### src/rtl/beam_pkg.sv
// beam_pkg: shared types and default constants for the break-beam emitter.
//   state_e     - emitter FSM states
//   CLK_HZ      - system clock frequency
//   CARRIER_HZ  - IR carrier frequency
//   HALF_PERIOD - clk cycles per carrier half-period, derived from the two above
package beam_pkg;

    typedef enum logic [1:0] {
        StIdle  = 2'd0,
        StBurst = 2'd1,
        StGap   = 2'd2
    } state_e;

    localparam int unsigned CLK_HZ      = 100_000_000;
    localparam int unsigned CARRIER_HZ  = 38_000;
    localparam int unsigned HALF_PERIOD = CLK_HZ / (2 * CARRIER_HZ);

endpackage

### src/rtl/ir_carrier_gen.sv
// ir_carrier_gen: square-wave carrier and period timer for the IR emitter.
//   clk           - system clock
//   rst_n         - asynchronous active-low reset
//   run_i         - run level for the coming cycle; a rising edge restarts the phase
//   carrier_o     - carrier level for the coming cycle (steady 1 when MODULATE = 0)
//   period_tick_o - high on the last cycle of each full carrier period
module ir_carrier_gen #(
    parameter int unsigned HALF_PERIOD = 1315,
    parameter bit          MODULATE    = 1'b1
) (
    input  logic clk,
    input  logic rst_n,
    input  logic run_i,
    output logic carrier_o,
    output logic period_tick_o
);

    localparam int unsigned CNT_W = (HALF_PERIOD > 1) ? $clog2(HALF_PERIOD) : 1;
    localparam logic [CNT_W-1:0] CNT_LAST = CNT_W'(HALF_PERIOD - 1);

    logic [CNT_W-1:0] cnt_q, cnt_d;
    logic             carrier_q, carrier_d;
    logic             running_q, running_d;

    // run_i describes the next cycle, so the _d values are what the next cycle sees;
    // the owner can register carrier_o straight into its LED flop.
    always_comb begin
        cnt_d     = cnt_q;
        carrier_d = carrier_q;
        running_d = running_q;
        if (!run_i) begin
            cnt_d     = '0;
            carrier_d = 1'b0;
            running_d = 1'b0;
        end else if (!running_q) begin
            cnt_d     = '0;
            carrier_d = 1'b1;
            running_d = 1'b1;
        end else if (cnt_q == CNT_LAST) begin
            cnt_d     = '0;
            carrier_d = ~carrier_q;
        end else begin
            cnt_d = cnt_q + 1'b1;
        end
    end

    always_ff @(posedge clk or negedge rst_n) begin
        if (!rst_n) begin
            cnt_q     <= '0;
            carrier_q <= 1'b0;
            running_q <= 1'b0;
        end else begin
            cnt_q     <= cnt_d;
            carrier_q <= carrier_d;
            running_q <= running_d;
        end
    end

    assign carrier_o     = MODULATE ? carrier_d : 1'b1;
    // Low half ends the period.
    assign period_tick_o = running_q && !carrier_q && (cnt_q == CNT_LAST);

endmodule

### src/rtl/beam_emitter.sv
// beam_emitter: IR LED driver for the basketball break-beam sensor. Emits bursts
// separated by gaps, checks the receiver at the end of each burst, and raises a
// sticky fault after FAULT_BURSTS consecutive unseen bursts.
// Build option: define BEAM_EMITTER_CARRIER_EN to modulate ir_led with the carrier;
// otherwise ir_led is steady high for the whole burst.
//   clk          - system clock, 100 MHz
//   rst_n        - asynchronous active-low reset
//   enable       - run request, level
//   beam_in      - raw receiver output, asynchronous (1 = beam present)
//   fault_clr    - one-cycle pulse clearing beam_fault and the miss count
//   ir_led       - registered LED drive
//   burst_active - high for every BURST cycle
//   beam_ok      - result of the most recent burst check
//   beam_fault   - sticky fault flag
module beam_emitter #(
    parameter int unsigned HALF_PERIOD   = beam_pkg::HALF_PERIOD,
    parameter int unsigned BURST_PERIODS = 16,
    parameter int unsigned GAP_PERIODS   = 16,
    parameter int unsigned FAULT_BURSTS  = 64
) (
    input  logic clk,
    input  logic rst_n,
    input  logic enable,
    input  logic beam_in,
    input  logic fault_clr,
    output logic ir_led,
    output logic burst_active,
    output logic beam_ok,
    output logic beam_fault
);

    import beam_pkg::*;

`ifdef BEAM_EMITTER_CARRIER_EN
    localparam bit CARRIER_EN = 1'b1;
`else
    localparam bit CARRIER_EN = 1'b0;
`endif

    localparam int unsigned PER_MAX = (BURST_PERIODS > GAP_PERIODS) ? BURST_PERIODS
                                                                    : GAP_PERIODS;
    localparam int unsigned PER_W   = (PER_MAX > 1) ? $clog2(PER_MAX) : 1;
    localparam int unsigned MISS_W  = $clog2(FAULT_BURSTS + 1);

    localparam logic [PER_W-1:0]  BURST_LAST = PER_W'(BURST_PERIODS - 1);
    localparam logic [PER_W-1:0]  GAP_LAST   = PER_W'(GAP_PERIODS - 1);
    localparam logic [MISS_W-1:0] MISS_MAX   = MISS_W'(FAULT_BURSTS);
    localparam logic [MISS_W-1:0] MISS_LAST  = MISS_W'(FAULT_BURSTS - 1);

    state_e              state_q, state_d;
    logic [PER_W-1:0]    per_cnt_q, per_cnt_d;
    logic [MISS_W-1:0]   miss_cnt_q, miss_cnt_d;
    logic                sync1_q, sync2_q;
    logic                ir_led_q, ir_led_d;
    logic                burst_active_q, burst_active_d;
    logic                beam_ok_q, beam_ok_d;
    logic                beam_fault_q, beam_fault_d;
    logic                check;
    logic                carrier;
    logic                period_tick;

    ir_carrier_gen #(
        .HALF_PERIOD (HALF_PERIOD),
        .MODULATE    (CARRIER_EN)
    ) u_carrier (
        .clk           (clk),
        .rst_n         (rst_n),
        .run_i         (state_d != StIdle),
        .carrier_o     (carrier),
        .period_tick_o (period_tick)
    );

    // Sequencing: count whole carrier periods in BURST and GAP.
    always_comb begin
        state_d   = state_q;
        per_cnt_d = per_cnt_q;
        check     = 1'b0;
        if (!enable) begin
            state_d   = StIdle;
            per_cnt_d = '0;
        end else begin
            case (state_q)
                StIdle: begin
                    state_d   = StBurst;
                    per_cnt_d = '0;
                end
                StBurst: begin
                    if (period_tick) begin
                        if (per_cnt_q == BURST_LAST) begin
                            state_d   = StGap;
                            per_cnt_d = '0;
                            check     = 1'b1;
                        end else begin
                            per_cnt_d = per_cnt_q + 1'b1;
                        end
                    end
                end
                StGap: begin
                    if (period_tick) begin
                        if (per_cnt_q == GAP_LAST) begin
                            state_d   = StBurst;
                            per_cnt_d = '0;
                        end else begin
                            per_cnt_d = per_cnt_q + 1'b1;
                        end
                    end
                end
                default: begin
                    state_d   = StIdle;
                    per_cnt_d = '0;
                end
            endcase
        end
    end

    // Beam check and fault tracking; a fault set beats a coincident clear.
    always_comb begin
        beam_ok_d    = beam_ok_q;
        miss_cnt_d   = miss_cnt_q;
        beam_fault_d = beam_fault_q;
        if (fault_clr) begin
            miss_cnt_d   = '0;
            beam_fault_d = 1'b0;
        end
        if (check) begin
            if (sync2_q) begin
                beam_ok_d  = 1'b1;
                miss_cnt_d = '0;
            end else begin
                beam_ok_d = 1'b0;
                if (miss_cnt_q == MISS_LAST) begin
                    miss_cnt_d   = MISS_MAX;
                    beam_fault_d = 1'b1;
                end else if (miss_cnt_q != MISS_MAX && !fault_clr) begin
                    miss_cnt_d = miss_cnt_q + 1'b1;
                end
            end
        end
    end

    assign ir_led_d       = (state_d == StBurst) && carrier;
    assign burst_active_d = (state_d == StBurst);

    always_ff @(posedge clk or negedge rst_n) begin
        if (!rst_n) begin
            state_q        <= StIdle;
            per_cnt_q      <= '0;
            miss_cnt_q     <= '0;
            sync1_q        <= 1'b0;
            sync2_q        <= 1'b0;
            ir_led_q       <= 1'b0;
            burst_active_q <= 1'b0;
            beam_ok_q      <= 1'b0;
            beam_fault_q   <= 1'b0;
        end else begin
            state_q        <= state_d;
            per_cnt_q      <= per_cnt_d;
            miss_cnt_q     <= miss_cnt_d;
            sync1_q        <= beam_in;
            sync2_q        <= sync1_q;
            ir_led_q       <= ir_led_d;
            burst_active_q <= burst_active_d;
            beam_ok_q      <= beam_ok_d;
            beam_fault_q   <= beam_fault_d;
        end
    end

    assign ir_led       = ir_led_q;
    assign burst_active = burst_active_q;
    assign beam_ok      = beam_ok_q;
    assign beam_fault   = beam_fault_q;

endmodule

### config.mk
export PLATFORM = sky130hd
export DESIGN_NAME = beam_emitter
export DESIGN_NICKNAME = d
export VERILOG_FILES = /design/src/rtl/beam_pkg.sv /design/src/rtl/ir_carrier_gen.sv /design/src/rtl/beam_emitter.sv
export SDC_FILE = /design/constraint.sdc
export NUM_CORES = 1
export LEC_CHECK = 0
export ABC_AREA = 1
export CAP_MARGIN = 20
export CORE_MARGIN = 2
export CORE_UTILIZATION = 49
export DETAILED_ROUTE_END_ITERATION = 10
export GPL_TIMING_DRIVEN = 0
export PLACE_DENSITY_LB_ADDON = 0.15
export SLEW_MARGIN = 20
export SYNTH_ARGS = -nofsm -noshare
export SYNTH_HDL_FRONTEND = slang
export SYNTH_SLANG_ARGS = --single-unit
### constraint.sdc
create_clock -name clk -period 3.9 [get_ports clk]
set_clock_uncertainty 0.2 [all_clocks]
set_input_delay 0.39 -clock clk [delete_from_list [all_inputs] [get_ports clk]]
set_output_delay 0.39 -clock clk [all_outputs]
set_load 0.02 [all_outputs]
==> impl_results.rst <==
.. list-table::
   :header-rows: 1

   * - Metric
     - Value
   * - Clock Sinks
     - 31
   * - Clock insertion delay at the later pin of the skew report
     - 0.28 ns
   * - Top cell types by occurrence after synthesis
     - sky130_fd_sc_hd__nand2_1, sky130_fd_sc_hd__inv_1, sky130_fd_sc_hd__dfrtp_1
   * - Number of endpoints with negative hold slack in the final report
     - 0
   * - Post-Layout Inst Area
     - 2110 sq um
   * - Post-detailed-placement cell area
     - 2020 sq um
   * - I/O pins
     - 9
   * - Vias
     - 1557
   * - Total power divided by cell area
     - 297 nW/um^2
   * - Period utilisation layout
     - 0.505
   * - Reg2Reg Setup Slack
     - 1.93 ns
   * - Root buffer selected by CTS
     - sky130_fd_sc_hd__clkbuf_8
   * - Maximum Capacitance Violations
     - 0
   * - Share of the synthesized area in the top cell type
     - 0.411
   * - Congestion Overflow GR
     - 0
   * - Peak clock frequency supported by timing
     - 508 MHz
   * - DRC violations left
     - 0
   * - Count of flip-flops with a built-in enable after synthesis
     - 0
   * - Combinational family with the most area after synthesis
     - simple AND/OR/NAND/NOR gates
   * - Detailed Place HPWL
     - 2.53 mm
   * - Area inside the core boundary
     - 3690 sq um
   * - Wire length of the first global-routing pass
     - 6.24 mm
   * - Maximum buffer depth of the clock tree
     - 2
   * - Area of the mapped netlist
     - 1890 sq um
   * - Pre-CTS worst setup slack
     - 1.82 ns
   * - Total Routing Usage GR
     - 0.188
   * - Seq/Total Area, Yosys
     - 0.411
   * - Final worst setup slack
     - 1.93 ns
   * - Arrival time of data at the critical path endpoint
     - 1.97 ns
   * - Setup CP Type
     - reg2reg
   * - Routed via count divided by cell count
     - 5.09
   * - Flop and latch count out of synthesis
     - 31
   * - Total of buffers placed on input and output ports
     - 8
   * - Worst vdd ir
     - 249 uV
   * - CP required
     - 3.90 ns
   * - Total of warnings raised by yosys
     - 0
   * - Effective utilization at floorplan
     - 0.512
   * - Post-Synth Simple-Gate Area
     - 0.307
   * - Average wire length per cell after detail routing
     - 11.3 um
   * - Final weighted congestion of routability-driven global placement
     - 0.831
   * - Total Nets Final
     - 271
   * - Mean area per synthesized cell
     - 7.83 sq um
   * - Fin Hold WS
     - 0.157 ns
   * - Clock tree from TritonCTS
     - yes
   * - Unique masters post-synth
     - 27
   * - Maximum number of pins on one net before global-route repair
     - 32
   * - Layout Cells excl Fill
     - 306
   * - Setup crit end kind
     - flop
   * - Number of instances resized during post-cts repair
     - 0
   * - Top cells by area in the synthesized netlist
     - sky130_fd_sc_hd__dfrtp_1, sky130_fd_sc_hd__nand2_1, sky130_fd_sc_hd__nand3_1
   * - Number of detailed-routing iterations run before antenna repair
     - 4
   * - Setup crit start kind
     - flop
   * - Number of cells in the design after placement
     - 297
   * - Share of the synthesized area in compound gates (AO/OA/AOI/OAI)
     - 0.115
   * - Transition time at the pin with the least slew margin
     - 0.709 ns
   * - Total inserted antenna cells
     - 0
   * - Leakage power of the design
     - 0.956 nW
   * - Wire length reported by the detailed router
     - 3.45 mm
   * - Adder and majority cell fraction of the synthesized area
     - 0.0597
   * - Final Setup Violations
     - 0
   * - Leading area contributor after synthesis
     - sky130_fd_sc_hd__dfrtp_1
   * - Clock buffer count from CTS
     - 5
   * - Iteration-0 DRC Markers
     - 91
   * - Portion of netlist area occupied by mux cells
     - 0
   * - Final ANT Viol Nets
     - 0
   * - Summed negative setup slack over all endpoints
     - 0 ns
   * - Count of mapped cells out of synthesis
     - 241
   * - Worst min path class
     - reg2reg
   * - Largest driver fanout on the critical path
     - 5
   * - Share of flip-flops with an asynchronous set or reset
     - 1.00
   * - Most common cell in the synthesized netlist
     - sky130_fd_sc_hd__nand2_1
   * - Max Transition Viols Final
     - 0
   * - Die Span X
     - 66.1 um
   * - Initial antenna violation count
     - 0
   * - Layout-stage area growth over the synthesis result
     - 12.0%
   * - Syn nets
     - 255
   * - Number of buffers added for setup after CTS
     - 0
   * - Vertical die dimension
     - 66.1 um
   * - Xor/xnor share of the synthesized area
     - 0.00928
   * - Number of global-route vias before repair
     - 1487
   * - Floorplan row count
     - 22
   * - Clock-pin slew of the registers on the worst-case setup and hold paths
     - 0.06 ns
   * - Minimum clock period after layout
     - 1.97 ns
   * - Layout cells sized above 1
     - 0.116
   * - Most common flop cell mapped by yosys
     - sky130_fd_sc_hd__dfrtp_1
   * - Maximum level of the CTS H-tree
     - 2
   * - Worst-case headroom to the max-slew limit
     - 0.527
   * - Die area
     - 4360 sq um
   * - Status
     - complete, no violations
   * - Unrepaired setup endpoints after global routing
     - false
[layer usage]
metal	share of wire	up-vias	wire, um	track usage
met1	0.50	710	1720	0.226
met2	0.45	17	1570	0.313
met4	0.022	0	76	0.0995
li1	-	823	-	-
met3	0.026	7	88	0.0409
met5	0	-	0	0
[per-stage QoR]
| stage | util | total power, W |
|---|---|---|
| 2_1_floorplan | - | 0.000373 |
| 3_3_place_gp | 0.550 | 0.000394 |
| 3_5_place_dp | 0.548 | 0.000395 |
| 4_1_cts | 0.573 | 0.000638 |
| 5_1_grt | 0.573 | 0.000658 |
| 6_report | 0.573 | 0.000629 |
[area by class of cell]
type                            instances  area (sq um)
Clock buffer                            7          76.3
Clock inverter                          1          5.00
Multi-Input combinational cell        170           926
Tap cell                               48          60.1
Fill cell                             335          1580
Buffer                                  5          53.8
Timing Repair Buffer                    9          85.1
Inverter                               35           131
Sequential cell                        31           776
[worst max-delay path: stages, from the launching register on]
cell	delay (ns)
sky130_fd_sc_hd__dfrtp_1	0.40
sky130_fd_sc_hd__ha_1	0.21
sky130_fd_sc_hd__nand2_1	0.11
sky130_fd_sc_hd__inv_1	0.06
sky130_fd_sc_hd__nand2_1	0.06
sky130_fd_sc_hd__nor2_1	0.08
sky130_fd_sc_hd__nor3_1	0.40
sky130_fd_sc_hd__nand2_1	0.13
sky130_fd_sc_hd__o31ai_2	0.23
[placed cells by master (no fill, tap or decap), types with 2 or more instances in the layout]
| cell type | count |
|---|---|
| sky130_fd_sc_hd__inv_1 | 33 |
| sky130_fd_sc_hd__clkbuf_8 | 5 |
| sky130_fd_sc_hd__o21ai_1 | 2 |
| sky130_fd_sc_hd__nand3b_1 | 2 |
| sky130_fd_sc_hd__nor2_1 | 25 |
| sky130_fd_sc_hd__nand4_1 | 10 |
| sky130_fd_sc_hd__a21oi_2 | 7 |
| sky130_fd_sc_hd__nand3_1 | 25 |
| sky130_fd_sc_hd__dfrtp_1 | 31 |
| sky130_fd_sc_hd__buf_6 | 2 |
| sky130_fd_sc_hd__o21ai_0 | 15 |
| sky130_fd_sc_hd__nor2_2 | 4 |
| sky130_fd_sc_hd__nand3_2 | 3 |
| sky130_fd_sc_hd__nand2_1 | 46 |
| sky130_fd_sc_hd__clkbuf_1 | 3 |
| sky130_fd_sc_hd__ha_1 | 9 |
| sky130_fd_sc_hd__a21oi_1 | 10 |
| sky130_fd_sc_hd__xnor2_1 | 2 |
| sky130_fd_sc_hd__nor3_1 | 5 |
| sky130_fd_sc_hd__clkdlybuf4s50_1 | 7 |
[registers in the layout, summed over array words and instances, names as in the netlist]
name                 cells
beam_fault               1
beam_ok                  1
burst_active             1
miss_cnt_q               7
per_cnt_q                4
state_q                  2
sync1_q                  1
sync2_q                  1
u_carrier.carrier_q      1
u_carrier.cnt_q         11
u_carrier.running_q      1
[where the power goes]
part / internal, W / switching, W
logic: 0.0000206 / 0.0000346
clock network: 0.000125 / 0.000115
registers: 0.000328 / 0.00000520
total: 0.000473 / 0.000155
[logic make-up (layout without fill, tap and decap cells)]
family                     after synthesis  after routing
and+or+nand+nor                        123            123
DFF                                     31             31
adders and majority gates                9              9
AOI/OAI and AO/OA                       36             36
buffers and inverters                   40             57
xor gates and xnor gates                 2              2
[path summary, 6_finish.rpt]
| check | startpoint | endpoint | depth (start not counted) |
|---|---|---|---|
| setup / recovery | miss_cnt_q[0] | miss_cnt_q[2] | 8 |
| hold / removal | sync1_q | sync2_q | 0 |
| setup reg to reg | miss_cnt_q[0] | miss_cnt_q[2] | 8 |
| hold reg to reg | sync1_q | sync2_q | 0 |
| max in group asynchronous | rst_n | u_carrier.cnt_q[9] | 2 |
| min in group asynchronous | rst_n | per_cnt_q[1] | 2 |
[repair_timing]
action | in CTS | in global routing
setup endpoints to repair | 0 | 0
endpoints found under the hold margin | 31 | 0
hold buffers | 1 | 0
(Power assumes the default switching activity.)
